File: config.mk
export PLATFORM = sky130hd
export DESIGN_NAME = video_timing_gen
export DESIGN_NICKNAME = d
export VERILOG_FILES = /design/src/rtl/video_timing_gen.sv
export SDC_FILE = /design/constraint.sdc
export NUM_CORES = 1
export LEC_CHECK = 0
export ABC_AREA = 0
export ABC_CLOCK_PERIOD_IN_PS = 8390
export CAP_MARGIN = 40
export CORE_UTILIZATION = 54
export DETAILED_ROUTE_END_ITERATION = 12
export PLACE_DENSITY = 0.95
export SLEW_MARGIN = 5
export SYNTH_ARGS = -nofsm -noshare
export SYNTH_HDL_FRONTEND = slang
export SYNTH_SLANG_ARGS = --single-unit
File: constraint.sdc
create_clock -name i_clk -period 8.39 [get_ports i_clk]
set_clock_uncertainty 0.15 [all_clocks]
set_input_delay 2.0975 -clock i_clk [delete_from_list [all_inputs] [get_ports i_clk]]
set_output_delay 2.0975 -clock i_clk [all_outputs]
set_load 0.05 [all_outputs]
File: src/rtl/video_timing_gen.sv
// Video timing and pixel-fetch generator: line/frame counters, registered pixel requests,
// and DE/HS/VS/SOF realigned to returned RGB. Define VTG_TEST_PATTERN_EN for an internal colour-bar source.
module video_timing_gen #(
  parameter int H_ACTIVE = 640,
  parameter int H_FP     = 16,
  parameter int H_SYNC   = 96,
  parameter int H_BP     = 48,
  parameter int V_ACTIVE = 480,
  parameter int V_FP     = 10,
  parameter int V_SYNC   = 2,
  parameter int V_BP     = 33,
  parameter int HS_POL   = 0,
  parameter int VS_POL   = 0,
  parameter int PIX_LAT  = 2,
  parameter int CW       = 12
) (
  input  logic          i_clk,
  input  logic          i_reset,
  input  logic          i_enable,
  output logic          o_req_valid,
  output logic [CW-1:0] o_req_x,
  output logic [CW-1:0] o_req_y,
  input  logic [23:0]   i_rgb_in,
  output logic          o_vid_de,
  output logic          o_vid_hs,
  output logic          o_vid_vs,
  output logic [7:0]    o_vid_r,
  output logic [7:0]    o_vid_g,
  output logic [7:0]    o_vid_b,
  output logic          o_sof
);

  localparam logic [CW-1:0] H_LAST = CW'(H_SYNC + H_BP + H_ACTIVE + H_FP - 1);
  localparam logic [CW-1:0] V_LAST = CW'(V_SYNC + V_BP + V_ACTIVE + V_FP - 1);
  localparam logic [CW-1:0] H_A0   = CW'(H_SYNC + H_BP);
  localparam logic [CW-1:0] H_A1   = CW'(H_SYNC + H_BP + H_ACTIVE);
  localparam logic [CW-1:0] V_A0   = CW'(V_SYNC + V_BP);
  localparam logic [CW-1:0] V_A1   = CW'(V_SYNC + V_BP + V_ACTIVE);
  localparam logic [CW-1:0] H_S1   = CW'(H_SYNC);
  localparam logic [CW-1:0] V_S1   = CW'(V_SYNC);
  localparam logic          HS_ACT = 1'(HS_POL);
  localparam logic          VS_ACT = 1'(VS_POL);

  typedef enum logic [1:0] {S_IDLE, S_RUN, S_STOPPING} state_t;

  state_t        r_state, w_state_nxt;
  logic [CW-1:0] r_h, r_v, w_h_nxt, w_v_nxt;
  logic          w_last, w_run_nxt, w_req_nxt;

  logic          r_req_valid, r_hs_raw, r_vs_raw, r_sof_raw;
  logic [CW-1:0] r_req_x, r_req_y;
  logic [PIX_LAT-1:0] r_de_pipe, r_hs_pipe, r_vs_pipe, r_sof_pipe;
  logic [23:0]   w_rgb;

  assign w_last = (r_h == H_LAST) && (r_v == V_LAST);

  always_ff @(posedge i_clk or posedge i_reset) begin
    if (i_reset) begin
      r_state <= S_IDLE;
      r_h     <= '0;
      r_v     <= '0;
    end else begin
      r_state <= w_state_nxt;
      r_h     <= w_h_nxt;
      r_v     <= w_v_nxt;
    end
  end

  always_comb begin
    w_state_nxt = r_state;
    w_h_nxt     = r_h;
    w_v_nxt     = r_v;
    case (r_state)
      S_IDLE:     if (i_enable) w_state_nxt = S_RUN;
      S_RUN:      if (!i_enable) w_state_nxt = S_STOPPING;
      S_STOPPING: begin
        if (i_enable)    w_state_nxt = S_RUN;
        else if (w_last) w_state_nxt = S_IDLE;
      end
      default:    w_state_nxt = S_IDLE;
    endcase
    if (r_state == S_IDLE || r_state == S_STOPPING && !i_enable && w_last) begin
      w_h_nxt = '0;
      w_v_nxt = '0;
    end else if (r_h == H_LAST) begin
      w_h_nxt = '0;
      w_v_nxt = (r_v == V_LAST) ? '0 : r_v + 1'b1;
    end else begin
      w_h_nxt = r_h + 1'b1;
    end
  end

  // Request stage is computed from next-cycle counters so it lines up with them once registered.
  assign w_run_nxt = (w_state_nxt != S_IDLE);
  assign w_req_nxt = w_run_nxt && (w_h_nxt >= H_A0) && (w_h_nxt < H_A1) &&
                     (w_v_nxt >= V_A0) && (w_v_nxt < V_A1);

  always_ff @(posedge i_clk or posedge i_reset) begin
    if (i_reset) begin
      r_req_valid <= 1'b0;
      r_req_x     <= '0;
      r_req_y     <= '0;
      r_hs_raw    <= 1'b0;
      r_vs_raw    <= 1'b0;
      r_sof_raw   <= 1'b0;
    end else begin
      r_req_valid <= w_req_nxt;
      r_req_x     <= w_req_nxt ? w_h_nxt - H_A0 : '0;
      r_req_y     <= w_req_nxt ? w_v_nxt - V_A0 : '0;
      r_hs_raw    <= w_run_nxt && (w_h_nxt < H_S1);
      r_vs_raw    <= w_run_nxt && (w_v_nxt < V_S1);
      r_sof_raw   <= w_run_nxt && (w_h_nxt == '0) && (w_v_nxt == '0);
    end
  end

  always_ff @(posedge i_clk or posedge i_reset) begin
    if (i_reset) begin
      r_de_pipe  <= '0;
      r_hs_pipe  <= '0;
      r_vs_pipe  <= '0;
      r_sof_pipe <= '0;
    end else begin
      r_de_pipe[0]  <= r_req_valid;
      r_hs_pipe[0]  <= r_hs_raw;
      r_vs_pipe[0]  <= r_vs_raw;
      r_sof_pipe[0] <= r_sof_raw;
      for (int i = 1; i < PIX_LAT; i++) begin
        r_de_pipe[i]  <= r_de_pipe[i-1];
        r_hs_pipe[i]  <= r_hs_pipe[i-1];
        r_vs_pipe[i]  <= r_vs_pipe[i-1];
        r_sof_pipe[i] <= r_sof_pipe[i-1];
      end
    end
  end

`ifdef VTG_TEST_PATTERN_EN
  localparam logic [CW-1:0] BAR_W = CW'((H_ACTIVE >= 8) ? H_ACTIVE / 8 : 1);
  logic [CW-1:0] r_x_pipe [PIX_LAT];
  logic [CW-1:0] w_bar_idx;
  logic [23:0]   w_bar_rgb;
  logic          w_unused_rgb;

  assign w_unused_rgb = ^i_rgb_in;

  always_ff @(posedge i_clk or posedge i_reset) begin
    if (i_reset) begin
      for (int i = 0; i < PIX_LAT; i++) r_x_pipe[i] <= '0;
    end else begin
      r_x_pipe[0] <= r_req_x;
      for (int i = 1; i < PIX_LAT; i++) r_x_pipe[i] <= r_x_pipe[i-1];
    end
  end

  assign w_bar_idx = r_x_pipe[PIX_LAT-1] / BAR_W;

  always_comb begin
    w_bar_rgb = 24'h000000;
    case (w_bar_idx)
      CW'(0):  w_bar_rgb = 24'hFFFFFF;
      CW'(1):  w_bar_rgb = 24'hFFFF00;
      CW'(2):  w_bar_rgb = 24'h00FFFF;
      CW'(3):  w_bar_rgb = 24'h00FF00;
      CW'(4):  w_bar_rgb = 24'hFF00FF;
      CW'(5):  w_bar_rgb = 24'hFF0000;
      CW'(6):  w_bar_rgb = 24'h0000FF;
      default: w_bar_rgb = 24'h000000;
    endcase
  end

  assign w_rgb = r_de_pipe[PIX_LAT-1] ? w_bar_rgb : 24'h000000;
`else
  assign w_rgb = r_de_pipe[PIX_LAT-1] ? i_rgb_in : 24'h000000;
`endif

  assign o_req_valid = r_req_valid;
  assign o_req_x     = r_req_x;
  assign o_req_y     = r_req_y;
  assign o_vid_de    = r_de_pipe[PIX_LAT-1];
  assign o_vid_hs    = r_hs_pipe[PIX_LAT-1] ? HS_ACT : ~HS_ACT;
  assign o_vid_vs    = r_vs_pipe[PIX_LAT-1] ? VS_ACT : ~VS_ACT;
  assign o_sof       = r_sof_pipe[PIX_LAT-1];
  assign o_vid_r     = w_rgb[23:16];
  assign o_vid_g     = w_rgb[15:8];
  assign o_vid_b     = w_rgb[7:0];

endmodule
==> results.tsv <==
stage	metric	value	unit
cts	htree_levels	3	
cells_and_area	layout-drive-gt1-share	8.05	%
timing	finalCriticalPeriod	5.81	ns
placement	place_congestion	0.895	
cells_and_area	layout.area.seq	0.00155	mm^2
cells_and_area	antenna_cells	0	
worst_setup_path	r2r_start	r_h[0]$_DFF_PP0_	
synth	synth_warnings	0	
timing	maxSlewViolCount	0	
detailed_routing	via_per_inst	6.00	
hold_path	hold_class	flop to flop	
synth	synthFlopType	dfrtp_1	
placement	place_area	0.00427	mm^2
worst_setup_path	crit_fanout	1	
synth	synth-seq-area-share	44.7	%
detailed_routing	routedWlPerCell	17.4	um
global_route	grt_usage	28.7	%
synth	avgSynthCellArea	9.37	um^2
timing	hold_slack	0.201	ns
outcome	status	finished, final reports clean	
placement	io_buffer_count	79	
hold_path	holdPathEnd	r_hs_pipe[1]$_DFF_PP0_	
synth	synth-seq-cells	62	
cells_and_area	final_cell_mix	clkdlybuf4s50_1 (79), dfrtp_1 (62), nor2_1 (46), and2_1 (26)	
worst_setup_path	start_kind	input port	
hold_path	hold_path_depth	0	
timing	tightest_slew	0.844	ns
die	ioPinCount	80	
worst_setup_path	r2r_cells	13	
synth	synthesis.nets	405	
die	die_h	82.2	um
timing	fmax	0.172	GHz
hold_path	worstHoldStart	r_hs_pipe[0]$_DFF_PP0_	
cts	clock_path_buffers	2	
global_route	grt_overflow	0	
power	p_int	522	uW
worst_setup_path	r2r_slack	3.85	ns
cells_and_area	final_util	74.4	%
synth	syn_area	0.00347	mm^2
cells_and_area	fill_cells	375	
power	seqPwrFrac	46.2	%
power	power_density	154	mW/mm^2
worst_setup_path	slowest_delay	0.82	ns
detailed_routing	dr.pass1.iters	5	
worst_setup_path	required	6.14	ns
cells_and_area	area.growth.synth_to_final	29.7	%
detailed_routing	ant_nets	0	
cells_and_area	multi_input_area	0.00173	mm^2
synth	synthArstFlopShare	100	%
cts	cts_sinks	62	
power	pwr-share-comb	9.9	%
global_route	antenna_found_initial	0	
cells_and_area	final_net_count	476	
power	p_leak	0.00203	uW
synth	synth.distinct_cells	59	
global_route	first_global_vias	2796	
power	ir_drop	132	uV
cts	post_cts_buffers	0	
cts	cts_buffers	9	
detailed_routing	vias	3130	
cts	cts_tree	built	
timing	rsz0062_at_grt	no	
die	die_w	82.2	um
cts	cts_hold_buf	0	
worst_setup_path	critPathKind	input port to primary output	
placement	hpwl	6000	um
cts	clk_latency	0.35	ns
die	die-area	0.00676	mm^2
worst_setup_path	cp-end-kind	primary output	
worst_setup_path	cpMostUsedCell	clkdlybuf4s50_1	
worst_setup_path	arrival	3.56	ns
timing	setup_viol	0	
die	rows	28	
power	switchingPower	174	uW
detailed_routing	drt_iter0_drc	249	
global_route	grt_pass1_wl	13900	um
run	drv_cap	0	
timing	slew_headroom	42.3	%
global_route	grt_max_degree	63	
timing	hold_viol	0	
die	initial_core_util	57.3	%
detailed_routing	drcViolationCount	0	
timing	post-route-period-util	69.3	%
die	core_area	0.00606	mm^2
synth	synth_edf_count	0	
synth	syn_inst	371	
worst_setup_path	worstPathCellList	clkdlybuf4s50_1 -> and2_1 -> clkdlybuf4s50_1	
cells_and_area	final_common_cell	clkdlybuf4s50_1	
power	pwr-share-clk	44.0	%
worst_setup_path	slowest_stage	clkdlybuf4s50_1	
worst_setup_path	worstReg2RegEnd	o_req_y[4]$_DFF_PP0_	
cts	cts-root-buf	clkbuf_8	
power	p_sw_share	25.0	%
cts	cts_resized	0	
detailed_routing	routed_wl	9080	um
timing	fin_tns_setup	0	ns
cts	path_clk_slew	0.07	ns
cells_and_area	stdcell_area	0.00451	mm^2
[stage by stage]
| step | power (uW) | std cells | setup slack (ns) |
|---|---|---|---|
| detailed placement | 392 | 506 | 2.59 |
| CTS | 696 | 522 | 2.58 |
| floorplan | 364 | 371 | 3.63 |
| global route | 716 | 522 | 2.54 |
| finish | 695 | 522 | 2.58 |
| global placement | 389 | 506 | 2.62 |
[registers in the layout, indices dropped and copies added, names as in the netlist]
| register | cells |
|---|---|
| r_h | 12 |
| r_state | 2 |
| r_sof_pipe | 2 |
| o_req_x | 12 |
| r_v | 12 |
| r_hs_raw | 1 |
| r_sof_raw | 1 |
| r_hs_pipe | 2 |
| r_vs_raw | 1 |
| r_de_pipe | 2 |
| o_req_y | 12 |
| o_req_valid | 1 |
| r_vs_pipe | 2 |
[power groups by stage]
| stage | Combinational (uW) | Sequential (uW) | Clock, uW |
|---|---|---|---|
| floorplan | 39.7 | 324 | 0 |
| global placement | 64.8 | 324 | 0 |
| detailed placement | 66.5 | 325 | 0 |
| finish | 68.6 | 321 | 306 |
| CTS | 68.1 | 320 | 308 |
| global route | 74.6 | 322 | 320 |
[logic make-up after synthesis]
logic type      Yosys count  synth area share [%]
buf+inv                  44                  5.47
fa+ha+maj                 7                  2.52
xor+xnor                 32                  8.07
compound gates           61                  13.0
other cells               1                 0.108
simple gates            159                  24.7
flops                    62                  44.7
mux                       5                  1.48
[cells in the mapped netlist (4+ instances only)]
cell | count | area share (%)
a211oi_1 | 4 | 0.86
a21oi_1 | 9 | 1.3
and2_1 | 26 | 4.7
and3_1 | 6 | 1.1
clkbuf_1 | 17 | 1.8
dfrtp_1 | 62 | 45
ha_1 | 7 | 2.5
inv_1 | 22 | 2.4
mux2i_1 | 4 | 1.2
nand2_1 | 21 | 2.3
nand2b_1 | 6 | 1.1
nand3_1 | 9 | 1.3
nand4_1 | 7 | 1.3
nor2_1 | 46 | 5.0
nor3_1 | 9 | 1.3
nor4_1 | 6 | 1.1
o21ai_0 | 13 | 1.9
or2_2 | 4 | 0.72
xnor2_1 | 20 | 5.0
xor2_1 | 12 | 3.0
[metal layers]
metal  wire length, um  vias up  track usage, %
li1                  -     1418               -
met1              3540     1474            34.8
met2              4220      195            44.9
met3               847       43            5.93
met4               464        0            21.6
met5                 0        -               0
[how the worst max path moves through the flow]
| stage | start | endpoint | slack [ns] | cells after the start |
|---|---|---|---|---|
| floorplan | i_rgb_in[0] | o_vid_b[0] | 3.63 | 1 |
| global placement | i_rgb_in[1] | o_vid_b[1] | 2.62 | 3 |
| detailed placement | i_rgb_in[3] | o_vid_b[3] | 2.59 | 3 |
| CTS | i_rgb_in[3] | o_vid_b[3] | 2.58 | 3 |
| global route | i_rgb_in[3] | o_vid_b[3] | 2.54 | 3 |
| finish | i_rgb_in[3] | o_vid_b[3] | 2.58 | 3 |
[worst max-delay path: cells and delay by family]
| family | cells | cell delay [ns] |
|---|---|---|
| simple gates | 1 | 0.15 |
| buf+inv | 2 | 1.31 |
[area by class of cell]
class                   instances  area share (%)
flip-flops and latches         62            34.4
inverters                      22            1.83
clock inverters                 5            1.80
multi-input cells             265            38.5
clock buffers                  11            3.36
repair buffers                 82            18.0
well taps                      75            2.08
Note: power is estimated with default switching activity, not from simulation.
